**config.mk**
```make
export PLATFORM = sky130hd
export DESIGN_NAME = run_controller
export DESIGN_NICKNAME = d
export VERILOG_FILES = /design/src/rtl/run_ctrl_pkg.sv /design/src/rtl/run_controller.sv
export SDC_FILE = /design/constraint.sdc
export NUM_CORES = 1
export LEC_CHECK = 0
export BUFFER_PORTS_ARGS = -buffer_cell sky130_fd_sc_hd__clkbuf_2
export CELL_PAD_IN_SITES_DETAIL_PLACEMENT = 1
export CELL_PAD_IN_SITES_GLOBAL_PLACEMENT = 1
export CORE_MARGIN = 10
export CORE_UTILIZATION = 45
export CTS_CLUSTER_SIZE = 16
export DETAILED_ROUTE_END_ITERATION = 10
export PLACE_DENSITY = 0.83
export SYNTH_ARGS = -nofsm -noshare
export SYNTH_HDL_FRONTEND = slang
export SYNTH_SLANG_ARGS = --single-unit
export TNS_END_PERCENT = 20
```
**constraint.sdc**
```tcl
create_clock -name clk -period 5.6 [get_ports clk]
set_clock_uncertainty 0.15 [all_clocks]
set_input_delay 0.56 -clock clk [delete_from_list [all_inputs] [get_ports clk]]
set_output_delay 0.56 -clock clk [all_outputs]
set_load 0.01 [all_outputs]
```
**src/rtl/run_ctrl_pkg.sv**
```systemverilog
// Shared types and defaults for the core run controller and its benches.
package run_ctrl_pkg;

   typedef enum logic [2:0] {
      IDLE,
      HOLD,
      RUN,
      DONE,
      TOUT
   } run_state_t;

   localparam int DEFAULT_RESET_CYCLES = 5;
   localparam int DEFAULT_TIMEOUT      = 100000;

   function automatic logic is_busy(input run_state_t s);
      return (s == HOLD) || (s == RUN);
   endfunction

endpackage

```
**src/rtl/run_controller.sv**
```systemverilog
// Drives the core's reset for a fixed interval, times the run until done or
// watchdog expiry, and holds the result until the next start request.
module run_controller
   import run_ctrl_pkg::*;
#(
   parameter int RESET_CYCLES = DEFAULT_RESET_CYCLES,
   parameter int TIMEOUT      = DEFAULT_TIMEOUT,
   parameter int CNT_W        = 32,
   parameter int PROG_W       = 2
) (
   input  logic              clk,
   input  logic              reset,
   input  logic              start,
   input  logic [PROG_W-1:0] prog_id,
   output logic              core_reset,
   output logic [PROG_W-1:0] core_prog,
   input  logic              core_done,
   output logic              busy,
   output logic              finished,
   output logic              timed_out,
   output logic [CNT_W-1:0]  cycle_count
);

   localparam int HOLD_W = (RESET_CYCLES > 1) ? $clog2(RESET_CYCLES) : 1;
   localparam logic [HOLD_W-1:0] HOLD_LOAD = HOLD_W'(RESET_CYCLES - 1);
   localparam logic [CNT_W-1:0]  CNT_LAST  = CNT_W'(TIMEOUT - 1);
   localparam logic [CNT_W-1:0]  CNT_LIMIT = CNT_W'(TIMEOUT);

   generate
      if (RESET_CYCLES < 1 || TIMEOUT < 1 ||
          ((64'd1 << CNT_W) - 64'd1) < 64'(TIMEOUT)) begin : g_param_check
         $error("run_controller: RESET_CYCLES/TIMEOUT must be >=1 and TIMEOUT must fit in CNT_W");
      end
   endgenerate

   run_state_t        state_q, state_d;
   logic [HOLD_W-1:0] hold_q, hold_d;
   logic [CNT_W-1:0]  count_q, count_d;
   logic [PROG_W-1:0] prog_q, prog_d;
   logic              core_reset_q, core_reset_d;
   logic              busy_q, busy_d;
   logic              fin_q, fin_d;
   logic              to_q, to_d;

   always_comb begin
      state_d = state_q;
      hold_d  = hold_q;
      count_d = count_q;
      prog_d  = prog_q;
      fin_d   = fin_q;
      to_d    = to_q;
      case (state_q)
         IDLE, DONE, TOUT: begin
            if (start) begin
               state_d = HOLD;
               hold_d  = HOLD_LOAD;
               count_d = '0;
               prog_d  = prog_id;
               fin_d   = 1'b0;
               to_d    = 1'b0;
            end
         end
         HOLD: begin
            if (hold_q == '0) begin
               state_d = RUN;
            end else begin
               hold_d = hold_q - 1'b1;
            end
         end
         RUN: begin
            // done takes priority over the watchdog boundary on the same edge
            if (core_done) begin
               state_d = DONE;
               fin_d   = 1'b1;
            end else if (count_q == CNT_LAST) begin
               state_d = TOUT;
               count_d = CNT_LIMIT;
               to_d    = 1'b1;
            end else begin
               count_d = count_q + 1'b1;
            end
         end
         default: state_d = IDLE;
      endcase
      core_reset_d = (state_d != RUN);
      busy_d       = is_busy(state_d);
   end

   always_ff @(posedge clk or posedge reset) begin
      if (reset) begin
         state_q <= IDLE;
      end else begin
         state_q <= state_d;
      end
   end

   always_ff @(posedge clk or posedge reset) begin
      if (reset) begin
         hold_q <= '0;
      end else begin
         hold_q <= hold_d;
      end
   end

   always_ff @(posedge clk or posedge reset) begin
      if (reset) begin
         count_q <= '0;
      end else begin
         count_q <= count_d;
      end
   end

   always_ff @(posedge clk or posedge reset) begin
      if (reset) begin
         core_reset_q <= 1'b1;
         busy_q       <= 1'b0;
         prog_q       <= '0;
         fin_q        <= 1'b0;
         to_q         <= 1'b0;
      end else begin
         core_reset_q <= core_reset_d;
         busy_q       <= busy_d;
         prog_q       <= prog_d;
         fin_q        <= fin_d;
         to_q         <= to_d;
      end
   end

   assign core_reset  = core_reset_q;
   assign core_prog   = prog_q;
   assign busy        = busy_q;
   assign finished    = fin_q;
   assign timed_out   = to_q;
   assign cycle_count = count_q;

endmodule

```
==> results.py <==
metrics = {
    "placed_design": {
        "dp_hpwl_um": 4980,
        "dpl_cell_area_um2": 2670,
        "place.gp.congestion": 0.804,
        "io_buffer_count": 43,
    },
    "timing": {
        "finalCritPeriodShare_pct": 49.8,
        "finalHoldViolations": 0,
        "rsz0062_at_grt": "false",
        "fin_tns_setup_ps": 0,
        "max_clock_freq_ghz": 0.358,
        "whs_ps": 221,
        "finalSetupViolCount": 0,
        "worst_pin_slew_ps": 933,
        "period_needed_ps": 2790,
        "relSlewSlack_pct": 37.5,
        "slew_viol_final": 0,
    },
    "clock_network": {
        "cts_tree": "yes",
        "postCtsSetupBuffers": 0,
        "ctsLongestPathBuffers": 2,
        "clock_latency_ps": 300,
        "cts_buffers": 5,
        "cts-htree-levels": 2,
        "hold_buffers": 0,
        "cts_root_buf": "clkbuf_8",
        "cts_num_sinks": 44,
        "cts_resized": 0,
        "clkTransAtPathRegs_ps": 90,
    },
    "critical_path": {
        "startpoint": "state_q[1]$_DFF_PP0_",
        "path_class": "flop to flop",
        "end_kind": "flop",
        "path_cells": "nor3b_2, o2111ai_1, or3_1, a21oi_1",
        "critPathLaunchType": "flop",
        "worstReg2RegStart": "state_q[1]$_DFF_PP0_",
        "cpMaxStageDelayCell": "nor3b_2",
        "required_ps": 5670,
        "reg2reg_slack_ps": 2810,
        "critical_path.max_stage_delay_ps": 810,
        "crit_fanout": 16,
        "arrival_ps": 2860,
    },
    "pwr": {
        "peakVddDrop_mv": 0.157,
        "power.switching_w": 0.000314,
        "pwr-share-seq_pct": 43.7,
        "p_comb_share_pct": 29.5,
        "fin_total_pwr_w": 0.000906,
        "p_clk_share_pct": 26.8,
        "p_per_area_nw_per_um2": 326,
        "p_leak_nw": 1.22,
        "internal_power_w": 0.000593,
        "switching_share_pct": 34.6,
    },
    "finish": {
        "syn2layout_area_growth_pct": 15.0,
        "final_area_um2": 2780,
        "diodes": 0,
        "nets": 308,
        "drive_above_1_share_pct": 24.0,
    },
    "yosys": {
        "ys.warnings.count": 0,
        "syn_inst": 259,
        "synth_top_area_share_pct": 44.5,
        "synth.net_count": 268,
        "async_reset_ff_share_pct": 100,
        "synth_seq_cells": 44,
        "yosys.area.top_type": "dfrtp_1",
        "ys_top_cells_by_area": "dfrtp_1 (44%), o21ai_0 (5.2%), a21oi_1 (3.9%), or3_1 (3.9%), xor2_1 (3.3%)",
        "syn_avg_cell_area_um2": 9.34,
        "yosysMostFrequentCell": "dfrtp_1",
        "synth_commonest_cells": "dfrtp_1 (43), o21ai_0 (25), nand2_1 (20)",
        "synth_cell_types": 49,
        "synthesis.area_um2": 2420,
        "synth-seq-area-share_pct": 45.6,
        "synth_top_flop_cell": "dfrtp_1",
        "synth_edf_count": 0,
    },
    "die": {
        "io_pins": 44,
        "initial_core_util_pct": 46.8,
        "fp.dieH_um": 93.3,
        "die_area_um2": 8710,
        "core_area_um2": 5170,
        "rows": 26,
        "die_x_um": 93.3,
    },
    "status": {
        "status": "completed",
    },
    "grt": {
        "grt.total_usage_pct": 15.8,
        "grt_overflow": 0,
        "grt_max_degree": 45,
        "antenna_found_initial": 0,
        "grt_pass1_vias": 2184,
        "grt_pass1_wl_um": 11200,
    },
    "detailed_routing": {
        "num_vias": 2158,
        "drc_errors": 0,
        "routed_via_density": 5.83,
        "firstDrtPassIters": 4,
        "routed_wl_um": 6730,
        "drt_iter0_markers": 76,
        "post_drt_wl_per_cell_um": 18.2,
        "ant_nets": 0,
    },
    "run": {
        "max-cap-violations": 0,
    },
    "worst_hold_path": {
        "hold_class": "input port to async pin",
    },
}
[critical path: cells and delay by family (launching register included)]
kind / cells / cell delay [ps]
AO/OA/AOI/OAI: 2 / 750
AND/OR/NAND/NOR: 2 / 1310
flip-flops: 1 / 490
[cell type report]
type                       instances  area [um^2]
timing repair buffer              45          230
fill                             616         2390
inverter                           9         33.8
tap                               70         87.6
clock buffer                       6         72.6
multi-input combinational        194         1220
sequential                        44         1100
clock inverter                     2         35.0
[power groups by stage]
stage | clock network, W | registers [W] | logic (W)
after detailed placement | 0 | 0.000402 | 0.000273
final | 0.000243 | 0.000396 | 0.000267
after floorplan | 0 | 0.000401 | 0.000199
after global placement | 0 | 0.000399 | 0.000261
after CTS | 0.000250 | 0.000395 | 0.000273
after global routing | 0.000266 | 0.000403 | 0.000299
[stage by stage]
stage	cells	setup WS, ps	util (%)
floorplan	259	3350	-
global placement	362	2760	51.7
detailed placement	362	2670	51.7
CTS	370	2830	53.7
global route	370	2580	53.7
finish	370	2810	53.7
[registers in the layout (all words and copies together), names as in the netlist]
| name | cells |
|---|---|
| finished | 1 |
| core_prog | 2 |
| core_reset | 1 |
| cycle_count | 32 |
| busy | 1 |
| timed_out | 1 |
| hold_q | 3 |
| state_q | 3 |
[worst paths after layout]
check,to,depth (start not counted)
hold reg to reg,timed_out$_DFFE_PP0P_,1
max in group asynchronous,core_reset$_DFF_PP1_,3
min in group clk,core_prog[0]$_DFFE_PP0P_,2
setup / recovery,cycle_count[26]$_DFFE_PP0P_,4
setup reg to reg,cycle_count[26]$_DFFE_PP0P_,4
hold / removal,cycle_count[27]$_DFFE_PP0P_,3
[layer usage]
layer  track usage [%]  routed length (um)  vias to the layer above
met5                 0                   0                        -
met4              4.88                  66                        0
met3              4.00                 282                        7
met2              25.2                3200                       36
met1              20.4                3170                     1092
li1                  -                   -                     1023
[logic make-up after synthesis]
group                      Yosys count  synth area share [%]
AOI/OAI and AO/OA                   75                  20.4
muxes                                2                 0.931
and+or+nand+nor                    104                  23.8
adders and majority gates            3                  1.55
buffers and inverters               21                  4.04
xor gates and xnor gates            10                  3.62
DFF                                 44                  45.6
[layout by cell type (no fill, tap or decap), types with 2 or more instances in the layout]
cell and count:
o2111ai_1 8, nor3_2 2, nand2_1 20, or4_1 4, ha_1 3, inv_1 8
nand3_1 10, o21ai_0 25, clkbuf_2 43, mux2_2 2, o211ai_1 2, or2_2 6
a22o_1 2, o31a_1 2, dfrtp_1 43, xor2_1 9, nand4_1 5, o31ai_1 3
nand2b_1 4, nor4_1 5, o21a_1 3, and2_1 2, nor2_1 17, nor3_1 2
nor2b_1 4, o41ai_1 2, or3_1 15, clkbuf_8 5, buf_4 2, a21oi_1 19
Note: power is estimated with default switching activity, not from simulation.
